`src/rtl/fifo_push_arbiter.sv`:
```
// Round-robin, packet-granular arbiter sharing one FIFO push port among N_REQ requesters.
// Latency: 1 idle arbitration cycle per grant; full stalls the owner, non-owners wait with valid held.
module fifo_push_arbiter #(
    parameter int N_REQ     = 4,
    parameter int N_BITS    = 64,
    parameter int MAX_BEATS = 16
) (
    input  logic                    clk,
    input  logic                    rst_n,
    input  logic [N_REQ-1:0]        req_valid,
    input  logic [N_REQ-1:0]        req_last,
    input  logic [N_REQ*N_BITS-1:0] req_data,
    output logic [N_REQ-1:0]        req_ready,
    input  logic                    fifo_full,
    output logic                    fifo_push,
    output logic [N_BITS-1:0]       fifo_data_in,
    output logic [N_REQ-1:0]        grant,
    output logic                    burst_err
);

    localparam int PTR_W = $clog2(N_REQ);
    localparam int CNT_W = $clog2(MAX_BEATS + 1);

    typedef enum logic {
        IDLE,
        OWNED
    } state_t;

    state_t             state, state_nxt;
    logic [N_REQ-1:0]   grant_nxt;
    logic [PTR_W-1:0]   rr_ptr, rr_nxt;
    logic [CNT_W-1:0]   beat_cnt, cnt_nxt;
    logic               berr_nxt;

    logic [PTR_W-1:0]   win_idx;
    logic [PTR_W-1:0]   cand;
    logic               win_found;
    int                 idx;

    // Scan from farthest to nearest so the nearest valid requester after rr_ptr wins.
    always_comb begin
        win_idx   = '0;
        win_found = 1'b0;
        idx       = 0;
        cand      = '0;
        for (int k = N_REQ; k >= 1; k--) begin
            idx = int'(rr_ptr) + k;
            if (idx >= N_REQ) begin
                idx = idx - N_REQ;
            end
            cand = PTR_W'(idx);
            if (req_valid[cand]) begin
                win_found = 1'b1;
                win_idx   = cand;
            end
        end
    end

    // While OWNED, rr_ptr always holds the owner index.
    always_comb begin
        state_nxt    = state;
        grant_nxt    = grant;
        rr_nxt       = rr_ptr;
        cnt_nxt      = beat_cnt;
        berr_nxt     = 1'b0;
        req_ready    = '0;
        fifo_push    = 1'b0;
        fifo_data_in = '0;
        case (state)
            IDLE: begin
                if (win_found) begin
                    state_nxt          = OWNED;
                    grant_nxt          = '0;
                    grant_nxt[win_idx] = 1'b1;
                    rr_nxt             = win_idx;
                    cnt_nxt            = '0;
                end
            end
            OWNED: begin
                req_ready[rr_ptr] = !fifo_full;
                fifo_push         = req_valid[rr_ptr] && !fifo_full;
                fifo_data_in      = req_data[int'(rr_ptr)*N_BITS +: N_BITS];
                if (fifo_push) begin
                    if (req_last[rr_ptr] || beat_cnt == CNT_W'(MAX_BEATS - 1)) begin
                        state_nxt = IDLE;
                        grant_nxt = '0;
                        cnt_nxt   = '0;
                        berr_nxt  = !req_last[rr_ptr];
                    end else begin
                        cnt_nxt = beat_cnt + 1'b1;
                    end
                end
            end
            default: begin
                state_nxt = IDLE;
                grant_nxt = '0;
            end
        endcase
    end

    always_ff @(posedge clk or negedge rst_n) begin
        if (!rst_n) begin
            state     <= IDLE;
            grant     <= '0;
            rr_ptr    <= PTR_W'(N_REQ - 1);
            beat_cnt  <= '0;
            burst_err <= 1'b0;
        end else begin
            state     <= state_nxt;
            grant     <= grant_nxt;
            rr_ptr    <= rr_nxt;
            beat_cnt  <= cnt_nxt;
            burst_err <= berr_nxt;
        end
    end

endmodule

```
`config.mk`:
```
export PLATFORM = sky130hd
export DESIGN_NAME = fifo_push_arbiter
export DESIGN_NICKNAME = d
export VERILOG_FILES = /design/src/rtl/fifo_push_arbiter.sv
export SDC_FILE = /design/constraint.sdc
export NUM_CORES = 1
export LEC_CHECK = 0
export CELL_PAD_IN_SITES_DETAIL_PLACEMENT = 0
export CELL_PAD_IN_SITES_GLOBAL_PLACEMENT = 1
export CORE_AREA = 2 2 131 133
export DETAILED_ROUTE_END_ITERATION = 7
export DIE_AREA = 0 0 133 135
export PLACE_DENSITY_LB_ADDON = 0.1
export SYNTH_ARGS = -nofsm -noshare
export SYNTH_HDL_FRONTEND = slang
export SYNTH_SLANG_ARGS = --single-unit
export TNS_END_PERCENT = 10
```
`constraint.sdc`:
```
create_clock -name clk -period 2.95 [get_ports clk]
set_input_delay 0.59 -clock clk [delete_from_list [all_inputs] [get_ports clk]]
set_output_delay 0.59 -clock clk [all_outputs]
set_load 0.01 [all_outputs]
```
; Yosys cells after proc, flatten, opt, wreduce, memory -nomap -nowiden
; Index checks and enable logic that the tools add are counted.
[totals]
reg_bits = 13
elab_cells = 88
in_bits = 267
out_inout_bits = 74
[classes]
bitwise = 2
n_reduce_logical = 9
shift = 1
muxes = 46
magnitude_cmp = 12
eq_ne = 4
addsub = 9
[ops]
columns = operator, n
row1 = indexed part select 256 x 9 -> 64 bit, 1
row2 = two-way mux 64 bit, 1
row3 = two-way mux 1 bit, 19
row4 = "less-than comparator 2 x 3 -> 1 bit, second input constant", 6
row5 = two-way mux 2 bit, 8
row6 = two-way mux 4 bit, 4
row7 = two-way mux 5 bit, 3
row8 = binary-select mux 1 bit (select 2 bit), 6
row9 = case mux 5 bit (2 select lines), 1
row10 = "greater-or-equal comparator 3 bit, second input constant", 3
row11 = case mux 4 bit (2 select lines), 1
row12 = "subtractor 2 x 1 -> 2 bit, second input constant", 4
row13 = "adder 2 x 2 -> 3 bit, second input constant", 2
row14 = "adder 5 x 1 -> 5 bit, second input constant", 1
row15 = "equality test 5 x 4 -> 1 bit, second input constant", 1
row16 = "adder 2 x 3 -> 4 bit, second input constant", 1
row17 = AND 4 bit, 1
row18 = demux 1 bit (select 2 bit), 2
row19 = "greater-or-equal comparator 2 x 1 -> 1 bit, second input constant", 2
row20 = "greater-or-equal comparator 4 x 3 -> 1 bit, second input constant", 1
row21 = "!= test 2 x 1 -> 1 bit, second input constant", 2
row22 = AND reduction 2 bit, 2
row23 = "adder 2 x 1 -> 3 bit, second input constant", 1
row24 = logical AND 1 bit, 3
row25 = 6 further kinds, 7

; Longest topological paths before layout
[logic_depth]
word_depth = 15
depth_mapped = 10
ltp_nobuf = 7

; Worst setup path after synthesis
; No wires, ideal clock.
[synth_path]
path_kind = reg-to-reg
start = register rr_ptr[1]
end = register grant[1]
synth_period_minus_slack_ns = 2.526
setup_ns = 0.122
stages_incl_launch_ff = 11
path_slack_ns = 0.424
t_arrival_ns = 2.404
required_ns = 2.828
n_path_buf = 4
path_cell_list = dfstp_2 -> buf_6 -> buf_2 -> buf_2 -> inv_1 -> ha_1 -> buf_2 -> mux2_2 -> o21ai_1 -> a21oi_2 -> a32o_1
[synth_via]
elab_chain_len = 15
elab_cells_between_ends = 49
cone_classes = add/sub (8) / order compare (6) / eq/ne (3) / mux (28) / reduce/logical (4)
[synth_lines]
columns = element, line
row1 = start: declaration, 31  ; logic [PTR_W-1:0] rr_ptr, rr_nxt;
row2 = start signal: assignment, 105  ; rr_ptr <= PTR_W'(N_REQ - 1);
row3 = start signal: assignment, 111  ; rr_ptr <= rr_nxt;
row4 = adder 2 x 3 -> 4 bit, 47  ; idx = int'(rr_ptr) + k;
row5 = greater-or-equal comparator 4 x 3 -> 1 bit / subtractor 2 x 1 -> 2 bit (equally long branches), "48, 49"
row6 = two-way mux 2 bit, 48  ; if (idx >= N_REQ) begin
row7 = binary-select mux 1 bit (select 2 bit), 52  ; if (req_valid[cand]) begin
row8 = two-way mux 1 bit (implied by the code), 52
row9 = two-way mux 2 bit (4 in series), 52
row10 = less-than comparator 2 x 3 -> 1 bit (implied by the code) / greater-or-equal comparator 2 x 1 -> 1 bit (equally long branches), 74  ; grant_nxt[win_idx] = 1'b1;
row11 = logical AND 1 bit (implied by the code), 74
row12 = two-way mux 1 bit (implied by the code), 74
row13 = demux 1 bit (select 2 bit), 74
row14 = two-way mux 4 bit, 71  ; if (win_found) begin
row15 = case mux 4 bit (2 select lines), 69  ; case (state)
row16 = end signal: assignment, 110  ; grant <= grant_nxt;
row17 = end: declaration, 17  ; output logic [N_REQ-1:0] grant,
; Several ways; a longest one is shown, not always the timed one. The select of a mux whose other input is x is not followed.
; A chain may end at the register's enable or synchronous reset.

; Final worst setup path
[layout_path]
start = register rr_ptr[0]
end = output fifo_data_in[6]
[layout_via]
elab_chain_len = 2
[layout_lines]
columns = element, line
row1 = indexed part select 256 x 9 -> 64 bit, 82  ; fifo_data_in = req_data[int'(rr_ptr)*N_BITS +: N_BITS];
row2 = two-way mux 64 bit, 69
row3 = end: declaration, 16  ; output logic [N_BITS-1:0] fifo_data_in,
; No other way between the ends.

==> flow_summary.ini <==
[outcome]
run_status = finished clean

[run]
maxCapViolCount = 0

[logic_synthesis]
synthTopCellsByArea = sky130_fd_sc_hd__mux4_2 50%, sky130_fd_sc_hd__and2_1 15%, sky130_fd_sc_hd__dfrtp_1 9.5%
synth-seq-area-share = 0.113
synth_commonest_cells = 68 x sky130_fd_sc_hd__and2_1, 64 x sky130_fd_sc_hd__mux4_2, 11 x sky130_fd_sc_hd__dfrtp_1
yosysWarnings = 0
mappedNetlistArea_mm2 = 0.00291
yosys_register_bits = 13
synth_area_per_cell_um2 = 12.0
share_of_synthesized_cell_area_in_full_adder_half_adder_and_majority_cells = 0.0258
synth.most_common_cell = sky130_fd_sc_hd__and2_1
multiplexer_share_of_the_synthesized_area = 0.541
synth_fp_nets = 515
synth_top_cell_area_share = 0.496
synth_top_family_by_area = multiplexers
synth_top_area_cell = sky130_fd_sc_hd__mux4_2
synth-main-ff-cell = sky130_fd_sc_hd__dfrtp_1
syn_inst = 242
synth_enable_flop_cells = 0
postSynth.asyncResetShare = 1.00
synth_xor_xnor_area_share = 0.00301
yosys.area_share.simple = 0.190
synth_compound_gate_area_share = 0.0706
ys_types = 45

[drt]
first_iter_violations = 125
drc = 0
via_density_per_instance = 4.55
drt_pass1_iterations = 4
final_antenna_net_count = 0
drt_total_wl_mm = 17.7
overall_via_count_from_detail_route = 3655
route.detailed.wl_per_inst_um = 22.1

[critical_path]
worstPathMaxFanout = 15
worst-r2r-setup-slack_ns = 0.34
crit_path_cells = buf_12, mux4_2, and2_1, clkdlybuf4s50_1
timing.critical_path.from = rr_ptr[0]$_DFFE_PN1P_
worst-endpoint-arrival_ns = 2.29
rr_endpoint = grant[1]$_DFFE_PN0P_
type_of_element_capturing_the_critical_path = output port
setup.worst_path.start_class = flop
regToRegStartpoint = rr_ptr[0]$_DFFE_PN1P_
timing.reg2reg.worst_path_depth = 8
timing.critical_path.slowest_cell_delay_ns = 0.71
timing.critical_path.required_ns = 2.36
critical_path_class = reg -> out
critical-path-slowest-cell = sky130_fd_sc_hd__dfstp_4

[power_and_ir_drop]
switching_power_w = 0.00186
power_frac_comb = 0.870
sw_share = 0.380
p_int_w = 0.00304
vdd_ir_drop_max_v = 0.000284
seq_power_share = 0.077
pwr-share-clk = 0.053
power_density_mw_per_mm2 = 711
leakage_nw = 2.96

[clock_network]
clkTransAtPathRegs_ns = 0.04
cts.hold.buffers_added = 0
cts_made_buffers = 3
numClockSinks = 13
clock_insertion_delay_worst_skew_ns = 0.24
cts_max_path_buffers = 2
clock_tree_root_buffer_cell = sky130_fd_sc_hd__clkbuf_16
max_h_tree_level = 1
tritoncts_clock_tree = built

[final_layout]
ff_latch_area_um2 = 337
multiInputGateArea_mm2 = 0.00241
finish.net_count = 856
drive_gt1_frac = 0.177
filler_cell_count = 1572
flow.area_growth_from_synthesis_pct = 137
finalInstanceArea_mm2 = 0.00691

[timing]
post-route-min-period_ns = 2.88
slew_headroom = 0.574
timing.fmax_ghz = 0.347
worst_clock_skew_ns = 0.00130
worst_slew_pin_slew_ns = 0.633
final-max-slew-violation-count = 0
finalSetupViolations = 0
period_share = 0.976
grt_setup_unrepaired = yes
fin_worst_hold_slack_ns = 0.514
hold_viol = 0
setup_total_negative_slack_ns = 0

[worst_hold_path]
min_delay_worst_endpoint = beat_cnt[0]$_DFFE_PN0P_
min-delay-path-class = reg -> reg
timing.hold.worst.start = beat_cnt[0]$_DFFE_PN0P_
whs_path_depth = 1

[floorplanning]
core_region_area_mm2 = 0.0164
die_y_um = 135
design.die.area_mm2 = 0.0180
dieWidth_um = 133
rows = 47
design.portCount = 341
initial_core_util = 0.177

[grt]
grt_start_max_net_pins = 50
antenna_violations_before_repair = 2
grt_usage = 0.187
grt_first_pass_wirelength_mm = 25.3
gr-total-overflow = 0
via_count_of_the_first_global_routing_pass = 3810

[place]
place.detailed.hpwl_mm = 15.0
numPortBuffers = 340
place_congestion = 0.855
placed_cell_area_mm2 = 0.00667
## placed cells by master, fill, tap and decap left out, types with 2 or more instances in the layout
master / synthesis / layout
sky130_fd_sc_hd__dfstp_4: 0 / 2
sky130_fd_sc_hd__and3_1: 2 / 2
sky130_fd_sc_hd__o31ai_1: 2 / 2
sky130_fd_sc_hd__mux4_2: 64 / 64
sky130_fd_sc_hd__clkdlybuf4s50_1: 0 / 290
sky130_fd_sc_hd__o22ai_1: 2 / 2
sky130_fd_sc_hd__nand2_1: 6 / 6
sky130_fd_sc_hd__dlymetal6s2s_1: 0 / 47
sky130_fd_sc_hd__a32o_1: 2 / 2
sky130_fd_sc_hd__nor2_1: 4 / 4
sky130_fd_sc_hd__diode_2: 0 / 2
sky130_fd_sc_hd__buf_4: 7 / 11
sky130_fd_sc_hd__inv_1: 5 / 5
sky130_fd_sc_hd__dlygate4sd2_1: 0 / 3
sky130_fd_sc_hd__o21ai_0: 2 / 2
sky130_fd_sc_hd__dfrtp_1: 11 / 10
sky130_fd_sc_hd__ha_1: 6 / 6
sky130_fd_sc_hd__o21ai_1: 2 / 2
sky130_fd_sc_hd__a21oi_2: 2 / 2
sky130_fd_sc_hd__mux2_2: 4 / 4
sky130_fd_sc_hd__and2_1: 68 / 68
sky130_fd_sc_hd__buf_12: 0 / 8
sky130_fd_sc_hd__clkbuf_16: 0 / 3
sky130_fd_sc_hd__nand3_1: 5 / 5
sky130_fd_sc_hd__mux2i_1: 6 / 6
## worst max-delay path by stage
| stage | endpoint | slack (ns) | cells past startpoint |
|---|---|---|---|
| after CTS | fifo_data_in[48] | -0.004 | 4 |
| final | fifo_data_in[6] | 0.07 | 4 |
| after global placement | fifo_data_in[63] | 0.16 | 4 |
| after detailed placement | fifo_data_in[2] | 0.15 | 4 |
| after floorplan | grant[1]$_DFFE_PN0P_ | 0.42 | 10 |
| after global routing | fifo_data_in[20] | -0.002 | 4 |
## stage by stage
step | total power, W | std cells | setup slack, ns | utilization
final | 0.00491 | 804 | 0.0711 | 0.421
after global routing | 0.00527 | 804 | -0.00226 | 0.421
after CTS | 0.00507 | 799 | -0.00443 | 0.412
after detailed placement | 0.00479 | 793 | 0.153 | 0.406
after global placement | 0.00478 | 793 | 0.157 | 0.406
after floorplan | 0.00269 | 242 | 0.424 | -
## per-layer routing
layer	GRT usage	vias up	wire, um
met1	0.224	1818	6830
met5	0	-	0
met2	0.335	162	9240
met4	0.0472	0	416
li1	-	1652	-
met3	0.0473	23	1260
## final cells by class
cell class / count / area share
well taps: 220 / 0.0399
clock buffers: 4 / 0.0114
inverters: 6 / 0.00362
diodes: 2 / 0.000725
repair buffers: 360 / 0.546
multi-input cells: 199 / 0.350
flip-flops and latches: 13 / 0.0487
## cells by family (layout without fill, tap and decap cells)
family / count (synthesis) / count (layout)
flip-flops: 13 / 13
adder cells (fa/ha/maj): 6 / 6
buffers and inverters: 30 / 370
AND/OR/NAND/NOR: 92 / 92
XOR/XNOR: 1 / 1
multiplexers: 76 / 76
AO/OA/AOI/OAI: 24 / 24
other: 0 / 2
## sequential cells by signal, summed over array words and instances (netlist names)
register and flops:
state 1, grant 4, rr_ptr 2, burst_err 1, beat_cnt 5
## power groups by stage
stage / registers [W] / clock network [W] / logic (W)
2_1_floorplan: 0.000287 / 0 / 0.00240
3_3_place_gp: 0.000389 / 0 / 0.00439
3_5_place_dp: 0.000392 / 0 / 0.00440
4_1_cts: 0.000386 / 0.000262 / 0.00443
5_1_grt: 0.000398 / 0.000270 / 0.00460
6_report: 0.000379 / 0.000258 / 0.00427
## critical path: cells and delay by family, from the launching register on
family	cells	cell delay [ns]
AND/OR/NAND/NOR	1	0.16
multiplexers	1	0.50
buffers and inverters	2	0.67
flip-flops	1	0.71
## timing repair
action / in CTS / in global routing
setup endpoints to repair: 29 / 49
resized for setup: 4 / 47
hold endpoints to repair: 0 / 0
buffers inserted: 2 / 3
(Power assumes the default switching activity.)
